$ cat config.mk
export PLATFORM = sky130hd
export DESIGN_NAME = tile_pixel_fetch
export DESIGN_NICKNAME = d
export VERILOG_FILES = /design/src/rtl/tile_pixel_fetch.sv
export SDC_FILE = /design/constraint.sdc
export NUM_CORES = 1
export LEC_CHECK = 0
export ABC_AREA = 0
export BUFFER_PORTS_ARGS = -buffer_cell sky130_fd_sc_hd__buf_2
export CAP_MARGIN = 10
export CORE_MARGIN = 10
export CORE_UTILIZATION = 56
export CTS_BUF_LIST = sky130_fd_sc_hd__clkbuf_4
export CTS_CLUSTER_SIZE = 20
export DETAILED_ROUTE_END_ITERATION = 16
export HOLD_SLACK_MARGIN = 0.12
export PLACE_DENSITY = 0.87
export SLEW_MARGIN = 20
export SYNTH_ARGS = -nofsm -noshare
export SYNTH_HDL_FRONTEND = slang
export SYNTH_SLANG_ARGS = --single-unit
export TNS_END_PERCENT = 1
$ cat constraint.sdc
create_clock -name clk -period 3.45 [get_ports clk]
set_clock_uncertainty 0.1 [all_clocks]
set_input_delay 0.69 -clock clk [delete_from_list [all_inputs] [get_ports clk]]
set_output_delay 0.69 -clock clk [all_outputs]
set_load 0.01 [all_outputs]
$ cat src/rtl/tile_pixel_fetch.sv
// Tile-map pixel pipeline: raster position plus a per-frame scroll offset is looked up in the
// tile map, then the tile ROM. Sideband rides five register stages, in step with pixel_out.
module tile_pixel_fetch #(
    parameter int unsigned MAP_ADDR_WIDTH = 13,
    parameter int unsigned ROM_ADDR_WIDTH = 14,
    parameter int unsigned DATA_WIDTH     = 8
) (
    input  logic                      clk,
    input  logic                      rst,
    input  logic [9:0]                hcount,
    input  logic [9:0]                vcount,
    input  logic                      de_in,
    input  logic                      hsync_in,
    input  logic                      vsync_in,
    input  logic                      frame_start,
    input  logic [9:0]                scroll_x,
    input  logic [8:0]                scroll_y,
    output logic [MAP_ADDR_WIDTH-1:0] map_addr,
    input  logic [7:0]                map_data,
    output logic [ROM_ADDR_WIDTH-1:0] rom_addr,
    input  logic [DATA_WIDTH-1:0]     rom_data,
    output logic [DATA_WIDTH-1:0]     pixel_out,
    output logic                      de_out,
    output logic                      hsync_out,
    output logic                      vsync_out
);

    logic [9:0] sx_q;
    logic [8:0] sy_q;
    logic [9:0] vx;
    logic [8:0] vy;
    logic       unused_vcount;

    // Stage registers: s0 = map address, s1 = map RAM wait, s2 = ROM address, s3 = ROM wait
    logic [MAP_ADDR_WIDTH-1:0] map_addr_q;
    logic [2:0]                fx0_q, fy0_q, fx1_q, fy1_q;
    logic                      de0_q, hs0_q, vs0_q;
    logic                      de1_q, hs1_q, vs1_q;
    logic [ROM_ADDR_WIDTH-1:0] rom_addr_q;
    logic                      de2_q, hs2_q, vs2_q;
    logic                      de3_q, hs3_q, vs3_q;
    logic [DATA_WIDTH-1:0]     pixel_q;
    logic                      de4_q, hs4_q, vs4_q;

    // Both sums wrap at their own width, so no explicit modulo is needed
    assign vx            = hcount + sx_q;
    assign vy            = vcount[8:0] + sy_q;
    assign unused_vcount = vcount[9];

    always_ff @(posedge clk) begin
        if (rst) begin
            sx_q       <= '0;
            sy_q       <= '0;
            map_addr_q <= '0;
            fx0_q      <= '0;
            fy0_q      <= '0;
            de0_q      <= 1'b0;
            hs0_q      <= 1'b0;
            vs0_q      <= 1'b0;
            fx1_q      <= '0;
            fy1_q      <= '0;
            de1_q      <= 1'b0;
            hs1_q      <= 1'b0;
            vs1_q      <= 1'b0;
            rom_addr_q <= '0;
            de2_q      <= 1'b0;
            hs2_q      <= 1'b0;
            vs2_q      <= 1'b0;
            de3_q      <= 1'b0;
            hs3_q      <= 1'b0;
            vs3_q      <= 1'b0;
            pixel_q    <= '0;
            de4_q      <= 1'b0;
            hs4_q      <= 1'b0;
            vs4_q      <= 1'b0;
        end else begin
            // The pixel sampled on the frame_start edge still sees the old scroll
            if (frame_start) begin
                sx_q <= scroll_x;
                sy_q <= scroll_y;
            end

            map_addr_q <= MAP_ADDR_WIDTH'({vy[8:3], vx[9:3]});
            fx0_q      <= vx[2:0];
            fy0_q      <= vy[2:0];
            de0_q      <= de_in;
            hs0_q      <= hsync_in;
            vs0_q      <= vsync_in;

            fx1_q      <= fx0_q;
            fy1_q      <= fy0_q;
            de1_q      <= de0_q;
            hs1_q      <= hs0_q;
            vs1_q      <= vs0_q;

            rom_addr_q <= ROM_ADDR_WIDTH'({map_data, fy1_q, fx1_q});
            de2_q      <= de1_q;
            hs2_q      <= hs1_q;
            vs2_q      <= vs1_q;

            de3_q      <= de2_q;
            hs3_q      <= hs2_q;
            vs3_q      <= vs2_q;

            pixel_q    <= de3_q ? rom_data : '0;
            de4_q      <= de3_q;
            hs4_q      <= hs3_q;
            vs4_q      <= vs3_q;
        end
    end

    assign map_addr  = map_addr_q;
    assign rom_addr  = rom_addr_q;
    assign pixel_out = pixel_q;
    assign de_out    = de4_q;
    assign hsync_out = hs4_q;
    assign vsync_out = vs4_q;

endmodule

==> results of run 1 <==
logic make-up (layout without fill, tap and decap cells):
family                   after synthesis  after routing
buffers and inverters                 15            119
flip-flops                            81             81
adder cells (fa/ha/maj)               19             19
AO/OA/AOI/OAI                         36             36
AND/OR/NAND/NOR                       97             97
multiplexers                          20             20
XOR/XNOR                               9              9
state kept, by name, summed over array words and instances (netlist names), 3 cells and up:
signal	cells
sy_q	9
map_addr	13
fy0_q	3
rom_addr	14
fx1_q	3
fy1_q	3
sx_q	10
fx0_q	3
pixel_out	8
how the worst min path moves through the flow:
stage | start | endpoint
2_1_floorplan | de0_q$_SDFF_PP0_ | de1_q$_SDFF_PP0_
3_3_place_gp | fy1_q[1]$_SDFF_PP0_ | rom_addr[4]$_SDFF_PP0_
3_5_place_dp | de2_q$_SDFF_PP0_ | de3_q$_SDFF_PP0_
4_1_cts | fx0_q[2]$_SDFF_PP0_ | fx1_q[2]$_SDFF_PP0_
5_1_grt | rom_data[6] | pixel_out[6]$_SDFF_PP0_
6_report | fy0_q[0]$_SDFF_PP0_ | fy1_q[0]$_SDFF_PP0_
critical path: stages:
cell and delay (ns):
buf_2 0.10, ha_1 0.21, inv_1 0.07, fa_1 0.23, nor2b_4 0.06, o31a_1 0.26
or4_1 0.42, a31oi_1 0.23, mux2_1 0.34
cells in the mapped netlist:
cell type / number / area share, %
a211oi_1: 6 / 1.5
a21o_1: 4 / 1.0
a21oi_1: 8 / 1.3
a31oi_1: 2 / 0.42
and2_1: 8 / 1.7
and2b_2: 1 / 0.29
buf_1: 2 / 0.25
buf_2: 2 / 0.34
clkbuf_1: 7 / 0.88
dfxtp_1: 81 / 55
fa_1: 2 / 1.3
ha_1: 17 / 7.2
inv_1: 4 / 0.51
mux2_1: 1 / 0.38
mux2i_1: 19 / 6.4
nand2_1: 3 / 0.38
nand2b_1: 2 / 0.42
nand4_1: 1 / 0.21
nor2_1: 31 / 3.9
nor2b_1: 39 / 8.2
nor2b_4: 1 / 0.46
nor3_1: 7 / 1.2
o21a_1: 4 / 1.0
o21ai_0: 7 / 1.2
o21bai_1: 3 / 0.76
o221ai_1: 1 / 0.29
o31a_1: 1 / 0.29
or2_2: 1 / 0.21
or3_1: 2 / 0.42
or4_1: 1 / 0.25
xnor2_1: 5 / 1.5
xor2_1: 4 / 1.2
stage by stage:
step                      setup slack, ns  hold slack [ns]
final                                1.03            0.341
after global routing                0.983            0.343
after CTS                            1.05            0.349
after detailed placement            0.603            0.320
after global placement              0.694            0.317
after floorplan                     0.892            0.314
cell type report:
cell class	count	area, um2	area share (%)
Clock buffer	9	67.6	1.84
Clock inverter	7	95.1	2.59
Inverter	4	15.0	0.408
Multi-Input combinational cell	181	1290	35.1
Sequential cell	81	1620	44.1
Tap cell	70	87.6	2.38
Timing Repair Buffer	99	500	13.6
routing by layer:
| metal | vias up | share of wire (%) | wire length, um | track usage (%) |
|---|---|---|---|---|
| met3 | 6 | 10 | 601 | 7.18 |
| li1 | 1121 | - | - | - |
| met1 | 925 | 45 | 2610 | 15.5 |
| met5 | - | 0 | 0 | 0 |
| met4 | 0 | 0.87 | 51 | 5.91 |
| met2 | 73 | 44 | 2600 | 22.1 |
layout by cell type, fill, tap and decap left out, types with 2 or more instances in the layout:
cell type / netlist / final
buf_2: 2 / 97
dfxtp_1: 81 / 81
nor2b_1: 39 / 39
nor2_1: 31 / 31
mux2i_1: 19 / 19
ha_1: 17 / 17
clkbuf_4: 0 / 9
a21oi_1: 8 / 8
and2_1: 8 / 8
o21ai_0: 7 / 7
nor3_1: 7 / 7
a211oi_1: 6 / 6
xnor2_1: 5 / 5
inv_1: 4 / 4
xor2_1: 4 / 4
a21o_1: 4 / 4
o21a_1: 4 / 4
o21bai_1: 3 / 3
nand2_1: 3 / 3
clkinv_4: 0 / 3
or3_1: 2 / 2
nand2b_1: 2 / 2
a31oi_1: 2 / 2
fa_1: 2 / 2
bufinv_16: 0 / 2
buf_4: 0 / 2
where the power goes:
part / switching [mW] / internal (mW) / total (mW)
clock: 0.312 / 0.294 / 0.607
sequential: 0.0156 / 0.990 / 1.01
combinational: 0.120 / 0.119 / 0.239
==> run_results.csv, run 1 <==
group,metric,value,unit
worst_hold_path,hp-class,"reg2reg",
clock_network,cts_inserted_buffers,9,
critical_path,r2r_cells,8,
critical_path,path_max_fanout,3,
critical_path,worstSetupEndpoint,"map_addr[5]$_SDFF_PP0_",
logic_synthesis,synth-xor-area-share,2.65,%
global_routing,antenna_found_initial,0,
logic_synthesis,yosys_warnings,0,
clock_network,path_clk_slew,0.13,ns
sta,fin_tns_setup,0,ns
logic_synthesis,synthAdderAreaFrac,8.51,%
logic_synthesis,synth-seq-cells,81,
global_routing,grt_first_pass_wirelength,9850,um
finish,nets,456,
sta,period_share,70.1,%
die,dieArea,8620,um2
logic_synthesis,synth.net_count,357,
finish,fin_util,71.5,%
status,outcome,"finished, final reports clean",
place,dp.cells,435,
logic_synthesis,synth_top_family_by_area,"simple AND/OR/NAND/NOR gates",
power_and_ir_drop,power.density,503,nW/um2
route,drc,0,
clock_network,cts.sinks,81,
logic_synthesis,ys_seq_area_share,54.6,%
route,post_drt_wl_per_cell,13.0,um
critical_path,r2r_slack,1.11,ns
finish,fin_cells,451,
clock_network,cts_tree,"yes",
critical_path,rr_endpoint,"map_addr[5]$_SDFF_PP0_",
route,drtIter0Drc,53,
global_routing,grt_start_max_net_pins,37,
sta,rsz0062_at_grt,"false",
place,port_buffers,97,
critical_path,end_kind,"flop",
power_and_ir_drop,vdd_drop_max,0.000364,V
global_routing,grt_overflow,0,
die,start_util,57.8,%
sta,slew_viol_final,0,
die,num_io_pins,99,
global_routing,grt.total_usage,14.0,%
sta,tightest_slew,0.623,ns
sta,hold_viol_final,0,
route,first_pass_iters,4,
finish,fillers,405,
place,dpl.hpwl,4510,um
die,core.rowCount,26,
finish,stdcell_area,3680,um2
logic_synthesis,synthMuxAreaShare,6.78,%
clock_network,htree_levels,3,
sta,slew-limit-headroom,58.5,%
logic_synthesis,synth-compound-area-share,7.83,%
route,antenna_left,0,
logic_synthesis,synth.distinct_cells,32,
place,gp_congestion,0.809,
critical_path,critPathLaunch,"hcount[0]",
clock_network,insertion_delay,0.39,ns
global_routing,grt_pass1_vias,2217,
place,placed_area,3510,um2
clock_network,cts-root-buf,"clkbuf_4",
route,routed_wl,5860,um
critical_path,critPathRequiredTime,3.64,ns
clock_network,holdBufCountCts,0,
clock_network,clk_path_buf_depth,2,
finish,area_delta_synth_final,23.8,%
critical_path,regToRegStartpoint,"sx_q[0]$_SDFFE_PP0P_",
logic_synthesis,avgSynthCellArea,10.7,um2
sta,setup_viol,0,
logic_synthesis,syn_area,2970,um2
power_and_ir_drop,finalPower,1.85,mW
logic_synthesis,yosys.area_share.simple,17.6,%
logic_synthesis,syn_inst,277,
critical_path,arrival,2.61,ns
flow_run,max_cap_viol_count,0,
clock_network,post_cts_buffers,0,
finish,layout-drive-gt1-share,30.7,%
finish,diodes,0,
die,die_h,92.8,um
critical_path,crit_type,"in2reg",
die,die_w,92.8,um
power_and_ir_drop,total_leakage_power,1.82,nW
critical_path,start_kind,"input pin",
route,vias,2125,
sta,fmax,0.413,GHz
route,vias_per_cell,4.71,
die,core_area,5140,um2
sta,fin_crit,2.42,ns
worst_hold_path,hold_depth,1,
clock_network,cts_resized,0,
Note: power is estimated with default switching activity, not from simulation.
==> run 2, diff against run 1 <==
--- a/config.mk
+++ b/config.mk
@@ -9,12 +9,12 @@
 export BUFFER_PORTS_ARGS = -buffer_cell sky130_fd_sc_hd__buf_2
 export CAP_MARGIN = 10
 export CORE_MARGIN = 10
-export CORE_UTILIZATION = 56
+export CORE_UTILIZATION = 52
 export CTS_BUF_LIST = sky130_fd_sc_hd__clkbuf_4
 export CTS_CLUSTER_SIZE = 20
 export DETAILED_ROUTE_END_ITERATION = 16
 export HOLD_SLACK_MARGIN = 0.12
-export PLACE_DENSITY = 0.87
+export PLACE_DENSITY = 0.82
 export SLEW_MARGIN = 20
 export SYNTH_ARGS = -nofsm -noshare
 export SYNTH_HDL_FRONTEND = slang
==> constraint.sdc (replaced) <==
create_clock -name clk -period 2.5 [get_ports clk]
set_clock_uncertainty 0.1 [all_clocks]
set_input_delay 0.5 -clock clk [delete_from_list [all_inputs] [get_ports clk]]
set_output_delay 0.5 -clock clk [all_outputs]
set_load 0.01 [all_outputs]
==> run 2 against run 1 <==
Compared with the run above:
- setup slack worse by 0.82 ns
- hold slack worse by 0.16 ns
- cell count up 1.3%
- wire length down 0.51%
- sequential share of layout area down 0.65 points
- combinational power up 41%
- die area up 6.0%
- non-clock buffer count up 4
- flip-flop and latch count unchanged
- critical path type is now reg2reg
==> run_results.csv, run 2 (synthesis gave the netlist of run 1 again) <==
group,metric,value,unit
finish,regArea,1620,um2
sta,fin_tns_setup,0,ns
sta,worst_hold_slack,0.182,ns
critical_path,r2r_cells,8,
finish,diodes,0,
place,port_buffers,97,
route,vias_per_cell,4.74,
finish,layout-drive-gt1-share,31.7,%
critical_path,crit_type,"reg2reg",
global_routing,grt.total_usage,13.0,%
critical_path,path_max_fanout,2,
place,dp_slack,-0.0827,ns
die,die_h,95.6,um
die,dieArea,9140,um2
finish,fillers,445,
power_and_ir_drop,total_leakage_power,1.85,nW
global_routing,grt_pass1_vias,2158,
finish,final_common_cell,"buf_2",
sta,fin_ws,0.210,ns
critical_path,critPathRequiredTime,2.71,ns
sta,slew-limit-headroom,60.3,%
sta,tightest_slew,0.595,ns
critical_path,regToRegStartpoint,"sx_q[0]$_SDFFE_PP0P_",
critical_path,start_kind,"flop",
global_routing,antenna_found_initial,0,
sta,hold_viol_final,0,
sta,slew_viol_final,0,
power_and_ir_drop,vdd_drop_max,0.000433,V
clock_network,post_cts_buffers,0,
route,routed_wl,5830,um
clock_network,cts_resized,0,
route,post_drt_wl_per_cell,12.8,um
clock_network,insertion_delay,0.40,ns
status,outcome,"finished, final reports clean",
critical_path,arrival,2.50,ns
die,core_area,5540,um2
clock_network,cts.sinks,81,
finish,largest_reg_flops,14,
clock_network,cts_inserted_buffers,9,
finish,fin_util,67.4,%
power_and_ir_drop,power.density,714,nW/um2
critical_path,worstSetupEndpoint,"map_addr[5]$_SDFF_PP0_",
global_routing,grt_start_max_net_pins,27,
global_routing,grt_overflow,0,
critical_path,rr_endpoint,"map_addr[5]$_SDFF_PP0_",
sta,fmax,0.437,GHz
sta,rsz0062_at_grt,"false",
clock_network,cts_tree,"yes",
place,dpl.hpwl,4490,um
global_routing,grt_first_pass_wirelength,9540,um
route,first_pass_iters,4,
critical_path,end_kind,"flop",
die,start_util,53.6,%
die,core.rowCount,27,
finish,area_delta_synth_final,25.7,%
finish,nets,460,
route,vias,2168,
worst_hold_path,hp-class,"in2reg",
critical_path,r2r_slack,0.21,ns
finish,final_cell_mix,"buf_2, dfxtp_1, nor2b_1, nor2_1, mux2i_1",
route,drtIter0Drc,44,
clock_network,path_clk_slew,0.13,ns
finish,multi_input_area,1290,um2
power_and_ir_drop,finalPower,2.67,mW
sta,period_share,91.6,%
place,gp_congestion,0.797,
clock_network,htree_levels,3,
critical_path,critPathLaunch,"sx_q[0]$_SDFFE_PP0P_",
clock_network,cts-root-buf,"clkbuf_4",
die,num_io_pins,99,
die,die_w,95.6,um
sta,setup_viol,0,
route,antenna_left,0,
route,drc,0,
flow_run,max_cap_viol_count,0,
sta,fin_crit,2.29,ns
clock_network,holdBufCountCts,0,
clock_network,clk_path_buf_depth,2,
-- run 2: worst min path at each step --
stage                   startpoint                      end  slack (ns)  depth (start not counted)
2_1_floorplan     de0_q$_SDFF_PP0_         de1_q$_SDFF_PP0_        0.31                          1
3_3_place_gp      vs2_q$_SDFF_PP0_         vs3_q$_SDFF_PP0_        0.32                          1
3_5_place_dp   fy0_q[2]$_SDFF_PP0_      fy1_q[2]$_SDFF_PP0_        0.32                          1
4_1_cts                rom_data[7]  pixel_out[7]$_SDFF_PP0_        0.15                          2
5_1_grt                rom_data[5]  pixel_out[5]$_SDFF_PP0_        0.16                          2
6_report               rom_data[5]  pixel_out[5]$_SDFF_PP0_        0.18                          2
-- run 2: critical path, cell delays in order, from the launching register on --
cell and delay [ns]:
dfxtp_1 0.33, ha_1 0.19, inv_1 0.07, fa_1 0.23, nor2b_4 0.05, o31a_1 0.24, or4_1 0.41, a31oi_1 0.22
mux2_1 0.34
-- run 2: power breakdown --
| group | total, mW | internal (mW) | switching (mW) | leakage [nW] |
|---|---|---|---|---|
| logic | 0.337 | 0.170 | 0.167 | 1.08 |
| registers | 1.39 | 1.37 | 0.0212 | 0.667 |
| clock network | 0.942 | 0.508 | 0.434 | 0.100 |
-- run 2: layer usage --
layer | global-route usage (%) | wire length, um | up-vias
met5 | 0 | 0 | -
met4 | 6.27 | 78 | 0
li1 | - | - | 1136
met1 | 15.7 | 2560 | 949
met3 | 4.63 | 602 | 9
met2 | 20.4 | 2590 | 74
-- run 2: through the flow --
step,cells,area (um2)
6_report,457,3730
5_1_grt,457,3730
4_1_cts,457,3730
3_5_place_dp,441,3550
3_3_place_gp,441,3550
2_1_floorplan,277,2970
-- run 2: area by class of cell --
class | instances | share of cell area (%)
sequential | 81 | 43.4
timing repair buffer | 103 | 14.2
clock inverter | 7 | 3.15
multi-input combinational | 181 | 34.6
tap | 72 | 2.41
inverter | 4 | 0.402
clock buffer | 9 | 1.81
